===== config.mk =====
export PLATFORM = sky130hd
export DESIGN_NAME = i2s_adc_receiver
export DESIGN_NICKNAME = d
export VERILOG_FILES = /design/src/rtl/i2s_adc_receiver.sv
export SDC_FILE = /design/constraint.sdc
export NUM_CORES = 1
export LEC_CHECK = 0
export ABC_AREA = 0
export CAP_MARGIN = 0
export CORE_MARGIN = 2
export CORE_UTILIZATION = 40
export DETAILED_ROUTE_END_ITERATION = 8
export PLACE_DENSITY = 0.61
export SYNTH_ARGS = -nofsm -noshare
export SYNTH_HDL_FRONTEND = slang
export SYNTH_SLANG_ARGS = --single-unit
export TNS_END_PERCENT = 100

===== constraint.sdc =====
create_clock -name CLOCK_50 -period 2.5 [get_ports CLOCK_50]
set_input_delay 0.5 -clock CLOCK_50 [delete_from_list [all_inputs] [get_ports CLOCK_50]]
set_output_delay 0.5 -clock CLOCK_50 [all_outputs]
set_load 0.05 [all_outputs]

===== src/rtl/i2s_adc_receiver.sv =====
// ---------------------------------------------------------------------------
// i2s_adc_receiver
//
// Purpose:
//   Deserializes the WM8731 I2S ADC stream into parallel signed left/right
//   samples in the CLOCK_50 domain. The codec is bus master, so the bit
//   clock, frame clock and serial data all arrive asynchronously and are
//   oversampled by CLOCK_50. It is the capture-side counterpart of the DAC
//   serializer and feeds the adc_left/adc_right voice pass-through path.
//
// Parameters:
//   WIDTH        sample width per channel (MSB first, two's complement),
//                at most 31 so the 5-bit bit counter can hold it
//
// Ports:
//   CLOCK_50     in   1      system clock, all outputs registered on it
//   reset        in   1      asynchronous active-low reset
//   AUD_BCLK     in   1      codec bit clock (asynchronous)
//   AUD_ADCLRCK  in   1      codec frame clock, low = left, high = right
//   AUD_ADCDAT   in   1      codec serial ADC data
//   adc_left     out  WIDTH  last complete left sample
//   adc_right    out  WIDTH  last complete right sample
//   sample_valid out  1      one-cycle pulse, both samples just updated
//   frame_error  out  1      one-cycle pulse, channel word was truncated
// ---------------------------------------------------------------------------
module i2s_adc_receiver #(
  parameter int WIDTH = 24
) (
  input  logic             CLOCK_50,
  input  logic             reset,
  input  logic             AUD_BCLK,
  input  logic             AUD_ADCLRCK,
  input  logic             AUD_ADCDAT,
  output logic [WIDTH-1:0] adc_left,
  output logic [WIDTH-1:0] adc_right,
  output logic             sample_valid,
  output logic             frame_error
);

  // A bit count of WIDTH means "no word in progress": either the word is
  // complete and further bits are slot padding, or we are still waiting for
  // the first frame-clock edge after reset.
  localparam logic [4:0] FULL = 5'(WIDTH);
  localparam logic [4:0] LAST = 5'(WIDTH - 1);

  typedef enum logic {
    CHAN_LEFT  = 1'b0,
    CHAN_RIGHT = 1'b1
  } chan_t;

  logic [2:0] bclk_sync;
  logic [1:0] lrck_sync;
  logic [1:0] dat_sync;

  logic       bclk_rise;
  logic       lrck_now;
  logic       dat_now;

  logic             lrck_prev_q,  lrck_prev_n;
  logic             aligned_q,    aligned_n;
  logic             first_slot_q, first_slot_n;
  logic [4:0]       bit_cnt_q,    bit_cnt_n;
  chan_t            chan_q,       chan_n;
  logic [WIDTH-1:0] shift_q,      shift_n;
  logic [WIDTH-1:0] left_hold_q,  left_hold_n;
  logic             left_ok_q,    left_ok_n;
  logic [WIDTH-1:0] adc_left_n;
  logic [WIDTH-1:0] adc_right_n;
  logic             sample_valid_n;
  logic             frame_error_n;

  // All three codec pins go through synchronizers of the same depth, so the
  // frame clock and data seen when the bit-clock rise is detected were
  // captured on the same CLOCK_50 edge as the rising bit clock itself. The
  // extra bit-clock stage only serves the edge detector.
  always_ff @(posedge CLOCK_50 or negedge reset) begin
    if (!reset) begin
      bclk_sync <= '0;
      lrck_sync <= '0;
      dat_sync  <= '0;
    end else begin
      bclk_sync <= {bclk_sync[1:0], AUD_BCLK};
      lrck_sync <= {lrck_sync[0], AUD_ADCLRCK};
      dat_sync  <= {dat_sync[0], AUD_ADCDAT};
    end
  end

  assign bclk_rise = bclk_sync[1] & ~bclk_sync[2];
  assign lrck_now  = lrck_sync[1];
  assign dat_now   = dat_sync[1];

  // Protocol state register. The first-slot flag starts set and an extra
  // "aligned" bit remembers whether any frame-clock edge has been seen yet,
  // so the slot opened by the first edge (which may begin mid-channel) is
  // never reported as truncated.
  always_ff @(posedge CLOCK_50 or negedge reset) begin
    if (!reset) begin
      lrck_prev_q  <= 1'b0;
      aligned_q    <= 1'b0;
      first_slot_q <= 1'b1;
      bit_cnt_q    <= FULL;
      chan_q       <= CHAN_LEFT;
      shift_q      <= '0;
      left_hold_q  <= '0;
      left_ok_q    <= 1'b0;
      adc_left     <= '0;
      adc_right    <= '0;
      sample_valid <= 1'b0;
      frame_error  <= 1'b0;
    end else begin
      lrck_prev_q  <= lrck_prev_n;
      aligned_q    <= aligned_n;
      first_slot_q <= first_slot_n;
      bit_cnt_q    <= bit_cnt_n;
      chan_q       <= chan_n;
      shift_q      <= shift_n;
      left_hold_q  <= left_hold_n;
      left_ok_q    <= left_ok_n;
      adc_left     <= adc_left_n;
      adc_right    <= adc_right_n;
      sample_valid <= sample_valid_n;
      frame_error  <= frame_error_n;
    end
  end

  // Next-state logic. Nothing moves except on a detected bit-clock rise.
  // A frame-clock change marks the I2S one-bit delay slot, whose data bit
  // is dropped. Otherwise bits shift in MSB first until WIDTH have arrived;
  // later bits are padding. A left word is parked in left_hold and only
  // published together with the following right word, so the two outputs
  // always change as a matched pair. Errors can only arise on a frame-clock
  // change and completions only on a shift, so the two pulses never overlap.
  always_comb begin
    lrck_prev_n    = lrck_prev_q;
    aligned_n      = aligned_q;
    first_slot_n   = first_slot_q;
    bit_cnt_n      = bit_cnt_q;
    chan_n         = chan_q;
    shift_n        = shift_q;
    left_hold_n    = left_hold_q;
    left_ok_n      = left_ok_q;
    adc_left_n     = adc_left;
    adc_right_n    = adc_right;
    sample_valid_n = 1'b0;
    frame_error_n  = 1'b0;

    if (bclk_rise) begin
      lrck_prev_n = lrck_now;
      if (lrck_now != lrck_prev_q) begin
        if ((bit_cnt_q != FULL) && !first_slot_q) begin
          frame_error_n = 1'b1;
        end
        first_slot_n = ~aligned_q;
        aligned_n    = 1'b1;
        bit_cnt_n    = 5'd0;
        chan_n       = lrck_now ? CHAN_RIGHT : CHAN_LEFT;
        shift_n      = '0;
        if (!lrck_now) begin
          left_ok_n = 1'b0;
        end
      end else if (bit_cnt_q < FULL) begin
        shift_n   = {shift_q[WIDTH-2:0], dat_now};
        bit_cnt_n = bit_cnt_q + 5'd1;
        if (bit_cnt_q == LAST) begin
          if (chan_q == CHAN_LEFT) begin
            left_hold_n = shift_n;
            left_ok_n   = 1'b1;
          end else if (left_ok_q) begin
            adc_left_n     = left_hold_q;
            adc_right_n    = shift_n;
            sample_valid_n = 1'b1;
            left_ok_n      = 1'b0;
          end
        end
      end
    end
  end

endmodule


==> flow_summary.ini <==
[status]
status = finished, final reports clean

[global_routing]
grt_util_all_layers_pct = 14.8
antenna_found_initial = 0
grt_max_degree = 51
first_global_vias = 2551
grt_pass1_wl_um = 12900
grt_overflow = 0

[synth]
synth_nets = 276
syn_inst = 269
ys_seq_area_share_pct = 67.1
ys_top_cells_by_area = dfrtp_1 65%, mux2_2 17%, a22o_1 4.9%
yosys_register_bits = 114
synth_top_area_share_pct = 65.3
ys_types = 29
yosys.area.top_type = dfrtp_1
syn_area_um2 = 4260
synth_warnings = 0
avgSynthCellArea_um2 = 15.8

[cells_and_area]
finalCoreUtilization_pct = 54.4
area_delta_synth_final_pct = 32.0
drive_gt1_share_pct = 35.3
final_nets = 348
stdcell_count = 490
postLayoutCellArea_um2 = 5620
diodes = 0

[sta]
tns_ns = 0
period_share_pct = 87.9
slew_headroom_pct = 66.3
fin_skew_ns = 0.0134
period_minus_slack_ns = 2.20
rsz0062_at_grt = no
setup_viol = 0
drv_slew = 0
tightest_slew_ns = 0.504
finalHoldViolations = 0
fmax_mhz = 455

[placement]
placed_cell_area_um2 = 5020
place.gp.congestion = 0.720
hpwl_um = 4800
portBuffers = 54
dp_cells = 457

[routing]
via_count = 2423
drtAntennaViolNets = 0
dr.first_iter.drc_count = 118
drtPass1Iterations = 7
routed_wl_um = 7470
vias_per_cell = 4.94
wl_per_cell_um = 15.2
drcViolationCount = 0

[critical_path]
critPathTopFamily = buffers and inverters
cp_max_fo = 2
cp-end-kind = primary output
start_kind = register
critPathCapture = adc_right[11]
cp.depth = 1
slowest_delay_ns = 0.81
r2r_end = adc_left[11]
cp_slowest_cell = clkdlybuf4s50_1
crit_start = adc_right[11]
reg2reg_slack_ns = 0.39
crit_chain = clkdlybuf4s50_1
path_class = register to primary output
cp.required_ns = 2.00
worstPathArrival_ns = 1.70
r2r_cells = 6
reg2reg_from = bit_cnt_q[1]
path_buf_inv = 1

[cts]
ctsResizeCount = 0
clockBufferDepth = 2
cts-buffers-inserted = 17
cts_sinks = 114
clock_latency_ns = 0.51
cts_tree = done
clk_pin_slew_ns = 0.06
htreeDepth = 4
root_buffer = clkbuf_8

[die]
core_area_um2 = 10300
start_util_pct = 41.2
io_pins = 55
die_area_um2 = 11500
die_y_um = 107
rows = 37
dieWidth_um = 107

[worst_hold_path]
min_path_type = register to register

[power]
powerDensity_nw_per_um2 = 784
ir_drop_mv = 0.412
p_leak_nw = 2.66

[job]
maxCapViolations = 0
[layout make-up]
class | count | area [µm²]
fillers | 851 | 4710
clock inverters | 14 | 163
inverters | 4 | 15.0
clock buffers | 18 | 428
repair buffers | 67 | 663
multi-input cells | 137 | 1320
well taps | 136 | 170
flip-flops and latches | 114 | 2860
[per-layer routing]
layer,GRT usage (%),share of wire (%)
met1,19.4,49
met2,22.2,46
met3,4.50,3.4
met4,7.51,1.6
met5,0,0
[worst min path at each step]
stage | depth (start not counted) | startpoint | end | slack (ns)
after floorplan | 0 | reset | adc_left[0] | 0.20
after global placement | 0 | bclk_sync[0] | bclk_sync[1] | 0.33
after detailed placement | 0 | lrck_sync[0] | lrck_sync[1] | 0.33
after CTS | 0 | lrck_sync[0] | lrck_sync[1] | 0.35
after global routing | 0 | dat_sync[0] | dat_sync[1] | 0.36
final | 0 | dat_sync[0] | dat_sync[1] | 0.35
[where the power goes]
part           switching [mW]  internal (mW)  total (mW)
Combinational          0.0878         0.0514       0.139
Clock                   0.822           1.53        2.36
Sequential             0.0299           1.88        1.91
[placed cells by master (no fill, tap or decap), types with 2 or more instances in the layout]
| cell | netlist | final |
|---|---|---|
| clkbuf_8 | 0 | 2 |
| nand2b_1 | 2 | 2 |
| mux2_2 | 64 | 64 |
| nand2_1 | 8 | 8 |
| a21oi_1 | 4 | 3 |
| clkinvlp_4 | 0 | 4 |
| clkdlybuf4s50_1 | 0 | 53 |
| dfstp_2 | 3 | 3 |
| inv_1 | 4 | 4 |
| dfrtp_1 | 111 | 111 |
| o21ai_0 | 5 | 5 |
| a22o_1 | 24 | 24 |
| ha_1 | 2 | 2 |
| buf_4 | 0 | 11 |
| clkinv_2 | 0 | 5 |
| bufinv_16 | 0 | 3 |
| nor2_1 | 2 | 2 |
| clkbuf_16 | 0 | 16 |
| nor3_1 | 4 | 4 |
| mux2_4 | 9 | 9 |
| buf_12 | 0 | 2 |
[timing repair]
item	in CTS	in global routing
hold buffers	1	0
buffers inserted	0	0
endpoints found under the hold margin	25	0
[cells in the mapped netlist]
library cell	count
a211oi_1	1
o21ai_0	5
ha_1	2
nand4b_1	1
nand2_1	8
nor3b_1	1
o22a_1	1
o31ai_1	1
nand2b_1	2
xnor2_1	1
nand4_1	1
inv_1	4
buf_6	2
a41oi_1	1
nor2b_1	1
mux2_2	64
a21oi_1	4
and3_1	1
mux2_4	9
buf_2	8
nor3_2	1
o21ai_1	1
xor2_1	1
nor2_1	2
a22o_1	24
dfrtp_1	111
dfstp_2	3
clkbuf_1	4
nor3_1	4
[metrics by stage]
step	hold slack [ns]	power (mW)	worst slack, ns
after detailed placement	0.335	2.08	0.421
after global routing	0.357	4.57	0.245
after CTS	0.347	4.46	0.280
final	0.346	4.40	0.302
after global placement	0.334	2.08	0.480
after floorplan	0.204	2.00	0.591
[state kept, by name, summed over array words and instances, names as in the netlist, 2 cells and up]
| register | cells |
|---|---|
| adc_left | 24 |
| lrck_sync | 2 |
| left_hold_q | 24 |
| adc_right | 24 |
| bclk_sync | 3 |
| shift_q | 23 |
| dat_sync | 2 |
| bit_cnt_q | 5 |
[cell families after synthesis]
group / count (synthesis) / synth area share [%]
xor+xnor: 2 / 0.412
flops: 114 / 67.1
compound gates: 38 / 6.88
fa+ha+maj: 2 / 0.588
buf+inv: 18 / 2.18
simple gates: 22 / 2.71
mux: 73 / 20.1
No activity file was read; power rests on OpenSTA's default activity.
